--- config.mk ---
export PLATFORM = sky130hd
export DESIGN_NAME = harpoon_2
export DESIGN_NICKNAME = d
export VERILOG_FILES = /design/src/rtl/harpoon_2.sv
export SDC_FILE = /design/constraint.sdc
export NUM_CORES = 1
export LEC_CHECK = 0
export ABC_AREA = 1
export CORE_UTILIZATION = 50
export DETAILED_ROUTE_END_ITERATION = 7
export HOLD_SLACK_MARGIN = 0.06
export PLACE_DENSITY = 0.82
export SETUP_SLACK_MARGIN = 0.05
export SYNTH_ARGS = -nofsm -noshare
export SYNTH_HDL_FRONTEND = slang
export SYNTH_SLANG_ARGS = --single-unit
--- constraint.sdc ---
create_clock -name frame_clk -period 3.85 [get_ports frame_clk]
set_input_delay 0.77 -clock frame_clk [delete_from_list [all_inputs] [get_ports frame_clk]]
set_output_delay 0.77 -clock frame_clk [all_outputs]
set_load 0.01 [all_outputs]
--- src/rtl/harpoon_2.sv ---
// Player-2 harpoon: fires from the player's centre, climbs once per frame and
// retires on ceiling or ball contact. `STICKY_HARPOON_EN` adds a ceiling dwell.
module harpoon_2 #(
  parameter int ROPE_SPEED      = 4,
  parameter int CEILING_Y       = 10,
  parameter int FLOOR_Y         = 400,
  parameter int PLAYER_W        = 43,
  parameter int HARPOON_HW      = 1,
  parameter int COOLDOWN_FRAMES = 8
`ifdef STICKY_HARPOON_EN
  ,
  parameter int HOLD_FRAMES     = 30
`endif
) (
  input  logic       frame_clk,
  input  logic       Reset,
  input  logic [7:0] keycode,
  input  logic [7:0] keycode2,
  input  logic [7:0] keycode3,
  input  logic [7:0] keycode4,
  input  logic [7:0] fire_key,
  input  logic [1:0] game_on,
  input  logic       player_2_inplay,
  input  logic [9:0] PlayerX,
  input  logic       ball_hit,
  input  logic [9:0] DrawX,
  input  logic [9:0] DrawY,
  output logic [9:0] harpoon_x,
  output logic [9:0] harpoon_top,
  output logic       harpoon_active,
  output logic       harpoon_on,
  output logic [7:0] shots_fired
);

  localparam logic [1:0] ST_IDLE     = 2'd0;
  localparam logic [1:0] ST_EXTEND   = 2'd1;
  localparam logic [1:0] ST_COOLDOWN = 2'd2;
`ifdef STICKY_HARPOON_EN
  localparam logic [1:0] ST_HOLD     = 2'd3;
  localparam logic [7:0] HOLD_LOAD   = 8'(HOLD_FRAMES - 1);
`endif

  localparam logic [9:0] FLOOR_ROW  = 10'(FLOOR_Y);
  localparam logic [9:0] CEIL_ROW   = 10'(CEILING_Y);
  localparam logic [9:0] STEP       = 10'(ROPE_SPEED);
  localparam logic [9:0] CEIL_THR   = 10'(CEILING_Y + ROPE_SPEED);
  localparam logic [9:0] LAUNCH_OFS = 10'((PLAYER_W + 1) / 2);
  localparam logic [9:0] HALF_W     = 10'(HARPOON_HW);
  localparam logic [7:0] COOL_LOAD  = 8'(COOLDOWN_FRAMES - 1);

  logic [1:0] state_q, state_d;
  logic [9:0] x_q, x_d;
  logic [9:0] top_q, top_d;
  logic       active_q, active_d;
  logic [7:0] shots_q, shots_d;
  logic [7:0] cnt_q, cnt_d;
  logic       fire_prev_q;

  logic       fire_now;
  logic       fire_edge;
  logic       play_ok;
  logic [7:0] shots_inc;
  logic [9:0] x_lo;
  logic [9:0] x_hi;

  assign fire_now  = (keycode  == fire_key) || (keycode2 == fire_key) ||
                     (keycode3 == fire_key) || (keycode4 == fire_key);
  assign fire_edge = fire_now & ~fire_prev_q;
  assign play_ok   = (game_on != 2'd0) && player_2_inplay;
  assign shots_inc = (shots_q == 8'hFF) ? shots_q : shots_q + 8'd1;

  // Next-state: the play-enable override wins over every state action.
  always_comb begin
    state_d  = state_q;
    x_d      = x_q;
    top_d    = top_q;
    active_d = active_q;
    shots_d  = shots_q;
    cnt_d    = cnt_q;
    if (!play_ok) begin
      state_d  = ST_IDLE;
      top_d    = FLOOR_ROW;
      active_d = 1'b0;
      cnt_d    = 8'd0;
    end else begin
      case (state_q)
        ST_IDLE: begin
          if (fire_edge) begin
            state_d  = ST_EXTEND;
            x_d      = PlayerX + LAUNCH_OFS;
            top_d    = FLOOR_ROW - STEP;
            active_d = 1'b1;
            shots_d  = shots_inc;
          end else begin
            top_d    = FLOOR_ROW;
            active_d = 1'b0;
          end
        end
        ST_EXTEND: begin
          if (ball_hit) begin
            state_d  = ST_COOLDOWN;
            top_d    = FLOOR_ROW;
            active_d = 1'b0;
            cnt_d    = COOL_LOAD;
          end else if (top_q <= CEIL_THR) begin
            // The contact frame stays drawn at the ceiling before retiring.
            top_d    = CEIL_ROW;
            active_d = 1'b1;
`ifdef STICKY_HARPOON_EN
            state_d  = ST_HOLD;
            cnt_d    = HOLD_LOAD;
`else
            state_d  = ST_COOLDOWN;
            cnt_d    = COOL_LOAD;
`endif
          end else begin
            top_d    = top_q - STEP;
          end
        end
`ifdef STICKY_HARPOON_EN
        ST_HOLD: begin
          if (ball_hit || (cnt_q == 8'd0)) begin
            state_d  = ST_COOLDOWN;
            top_d    = FLOOR_ROW;
            active_d = 1'b0;
            cnt_d    = COOL_LOAD;
          end else begin
            cnt_d    = cnt_q - 8'd1;
          end
        end
`endif
        ST_COOLDOWN: begin
          top_d    = FLOOR_ROW;
          active_d = 1'b0;
          if (cnt_q == 8'd0) begin
            state_d = ST_IDLE;
          end else begin
            cnt_d   = cnt_q - 8'd1;
          end
        end
        default: begin
          state_d  = ST_IDLE;
          top_d    = FLOOR_ROW;
          active_d = 1'b0;
          cnt_d    = 8'd0;
        end
      endcase
    end
  end

  // State registers with synchronous reset.
  always_ff @(posedge frame_clk) begin
    if (Reset) begin
      state_q     <= ST_IDLE;
      x_q         <= 10'd0;
      top_q       <= FLOOR_ROW;
      active_q    <= 1'b0;
      shots_q     <= 8'd0;
      cnt_q       <= 8'd0;
      fire_prev_q <= 1'b0;
    end else begin
      state_q     <= state_d;
      x_q         <= x_d;
      top_q       <= top_d;
      active_q    <= active_d;
      shots_q     <= shots_d;
      cnt_q       <= cnt_d;
      fire_prev_q <= fire_now;
    end
  end

  assign x_lo = x_q - HALF_W;
  assign x_hi = x_q + HALF_W;

  // Pixel hit test against the live geometry; the rope spans tip to floor.
  always_comb begin
    harpoon_on = active_q && (DrawX >= x_lo) && (DrawX <= x_hi) &&
                 (DrawY >= top_q) && (DrawY < FLOOR_ROW);
  end

  assign harpoon_x      = x_q;
  assign harpoon_top    = top_q;
  assign harpoon_active = active_q;
  assign shots_fired    = shots_q;

endmodule

==> flow_summary.yaml <==
worst_setup_path:
  worst_ep_required_time_ns: 3.08
  path_cells: "inv_1 -> nor3_2 -> nand3_1 -> nor2_1 -> nand2_1 -> nor2_2 -> xor2_1 -> inv_1 -> ha_1 -> nand2_1 -> nor2_4 -> nand3_1 -> o22ai_2 -> nand3_1 -> nor2_1 -> clkbuf_2"
  crit_slowest_cell: "dfxtp_1"
  cp-end-kind: "output port"
  path_max_fanout: 3
  crit_path_max_incr_delay_ns: 0.35
  start_kind: "register"
  worstSetupPathType: "reg -> out"
  cp.arrival_ns: 2.83
  crit_path_frequent_cell: "nand3_1"
final_layout:
  drive_gt1_frac: 0.0603
  layout_common_cells: "nand2_1 (205), inv_1 (110), clkdlybuf4s50_1 (102)"
  fillers: 624
  antenna_cells_inserted: 0
  syn_to_final_growth_pct: 32.4
  final_common_cell: "nand2_1"
  nets: 876
synthesis:
  synth_xor_area_frac: 0.0783
  yosysSeqAreaShare: 0.199
  synthCells: 653
  synth_fa_ha_area_frac: 0.121
  yosys.area_share.simple: 0.393
  synthesis.area_um2: 3910
  synth.area.mux_share: 0
  synth_top_family_by_area: "simple AND/OR/NAND/NOR gates"
  yosys_warnings: 0
  synthesis.nets: 767
  synth_area_per_cell_um2: 5.99
  synth_compound_area_frac: 0.0818
  ys_ff_latch: 39
  synth.distinct_cells: 42
floorplan:
  fp.dieH_um: 90.5
  pin_count: 106
  fp.dieW_um: 90.5
  core_um2: 7410
  row_count: 31
  dieArea_um2: 8190
  start_util: 0.528
grt:
  grt.overflow.total: 0
  grt_antenna_before_repair: 0
  grt_pass1_vias: 3920
  grt_max_degree: 21
  grt_pass1_wl_um: 16000
  grt_usage: 0.232
sta:
  max_clock_freq_ghz: 0.278
  fin_skew_ns: 0.0136
  slew_viol_final: 0
  hold_viol: 0
  setup_viol: 0
  fin_crit_ns: 3.60
  period_share: 0.935
  finalSetupTns_ns: 0
  rsz0062_at_grt: "false"
  maxSlewHeadroom: 0.633
  worst_pin_slew_ns: 0.544
  holdWs_ns: 0.504
clock_tree:
  root_buffer: "clkbuf_8"
  htreeDepth: 2
  cts_num_sinks: 39
  insertion_delay_ns: 0.30
  cts_inserted_buffers: 5
  cts_tree: "done"
  clk_pin_slew_ns: 0.09
  clockBufferDepth: 2
placement:
  hpwl_um: 7980
  port_buffers: 103
  gp_congestion: 0.877
route:
  drtPass1Iterations: 7
  drt-initial-drc-count: 166
  routed_wl_um: 9710
  wl_per_cell_um: 11.3
  drc_errors: 0
  viasPerCell: 4.91
  route.vias.total: 4231
  ant_nets: 0
job:
  max-cap-violations: 0
min_path:
  hold_path_class: "reg -> reg"
power_and_ir_drop:
  p_leak_nw: 2.58
  max-vdd-ir-drop_uv: 128
  p_per_area_nw_per_um2: 196
run_status:
  status: "finished clean"
-- worst paths after layout --
check / from / to / slack [ns] / cells past startpoint
setup / recovery: harpoon_x[0] / harpoon_on / 0.25 / 16
hold / removal: cnt_q[4] / cnt_q[4] / 0.50 / 2
setup reg to reg: state_q[0] / shots_fired[3] / 1.91 / 7
hold reg to reg: cnt_q[4] / cnt_q[4] / 0.50 / 2
-- metal layers --
metal,share of wire,vias to the layer above,global-route usage
met5,0,-,0
met3,0.044,21,0.0261
li1,-,2244,-
met1,0.44,1865,0.274
met2,0.50,101,0.427
met4,0.021,0,0.0874
-- per-stage QoR --
stage	cell area (µm²)	std cells	utilization	setup slack (ns)	power (W)
floorplan	3910	653	-	0.686	0.000595
global placement	5050	853	0.682	0.159	0.000717
detailed placement	5050	853	0.682	0.0826	0.000730
CTS	5170	862	0.698	0.206	0.00102
global route	5180	862	0.700	0.0729	0.00108
finish	5180	862	0.700	0.251	0.00101
-- power by group --
group / switching [W] / internal (W)
clock network: 0.000158 / 0.000130
registers: 0.00000454 / 0.000407
logic: 0.000164 / 0.000151
total: 0.000326 / 0.000688
-- Yosys cell counts, drive strengths merged --
cell     instances  share of area
nand2          208           0.20
inv            119           0.11
nor2            89          0.094
dfxtp           39           0.20
ha              38           0.12
a21oi           30          0.038
nand3           29          0.043
xor2            24          0.054
o21ai           17          0.022
nand4           14          0.028
nor3            11          0.014
xnor2           11          0.025
buf              4         0.0090
nor3b            2         0.0051
o2111ai          2         0.0045
o211ai           2         0.0038
o22ai            2         0.0032
o31ai            2         0.0038
or2              2         0.0032
a311oi           1         0.0022
a41oi            1         0.0022
clkbuf           1        0.00096
clkinv           1        0.00096
conb             1        0.00096
nor4             1         0.0016
o21a             1         0.0019
or3              1         0.0016
-- area by class of cell --
type                            count  area, µm²  area share
Multi-Input combinational cell    489       2680       0.517
Timing Repair Buffer              107       1060       0.204
Sequential cell                    39        782       0.151
Inverter                          120        450      0.0869
Tap cell                           99        124      0.0239
Clock buffer                        5       68.8      0.0133
Clock inverter                      3       23.8     0.00459
-- state kept, by name, indices dropped and copies added (netlist names) --
signal          cells
cnt_q               8
fire_prev_q         1
harpoon_active      1
harpoon_top         9
harpoon_x          10
shots_fired         8
state_q             2
-- critical path: cells and delay by family (launching register included) --
| kind | cells | cell delay [ns] |
|---|---|---|
| adders and majority gates | 1 | 0.29 |
| xor gates and xnor gates | 1 | 0.14 |
| and+or+nand+nor | 10 | 1.28 |
| AOI/OAI and AO/OA | 1 | 0.19 |
| DFF | 1 | 0.35 |
| buffers and inverters | 3 | 0.27 |
-- cell families (layout without fill, tap and decap cells) --
logic type / Yosys count / count (layout)
simple gates: 357 / 357
buf+inv: 125 / 235
compound gates: 58 / 58
flops: 39 / 39
fa+ha+maj: 38 / 38
xor+xnor: 35 / 35
other cells: 1 / 1
-- what timing repair did --
item / in CTS / in global routing
setup endpoints to repair: 1 / 1
buffers inserted: 1 / 0
cloned: 0 / 0
gates resized for setup: 6 / 6
hold buffers: 0 / 0
Note: power is estimated with default switching activity, not from simulation.
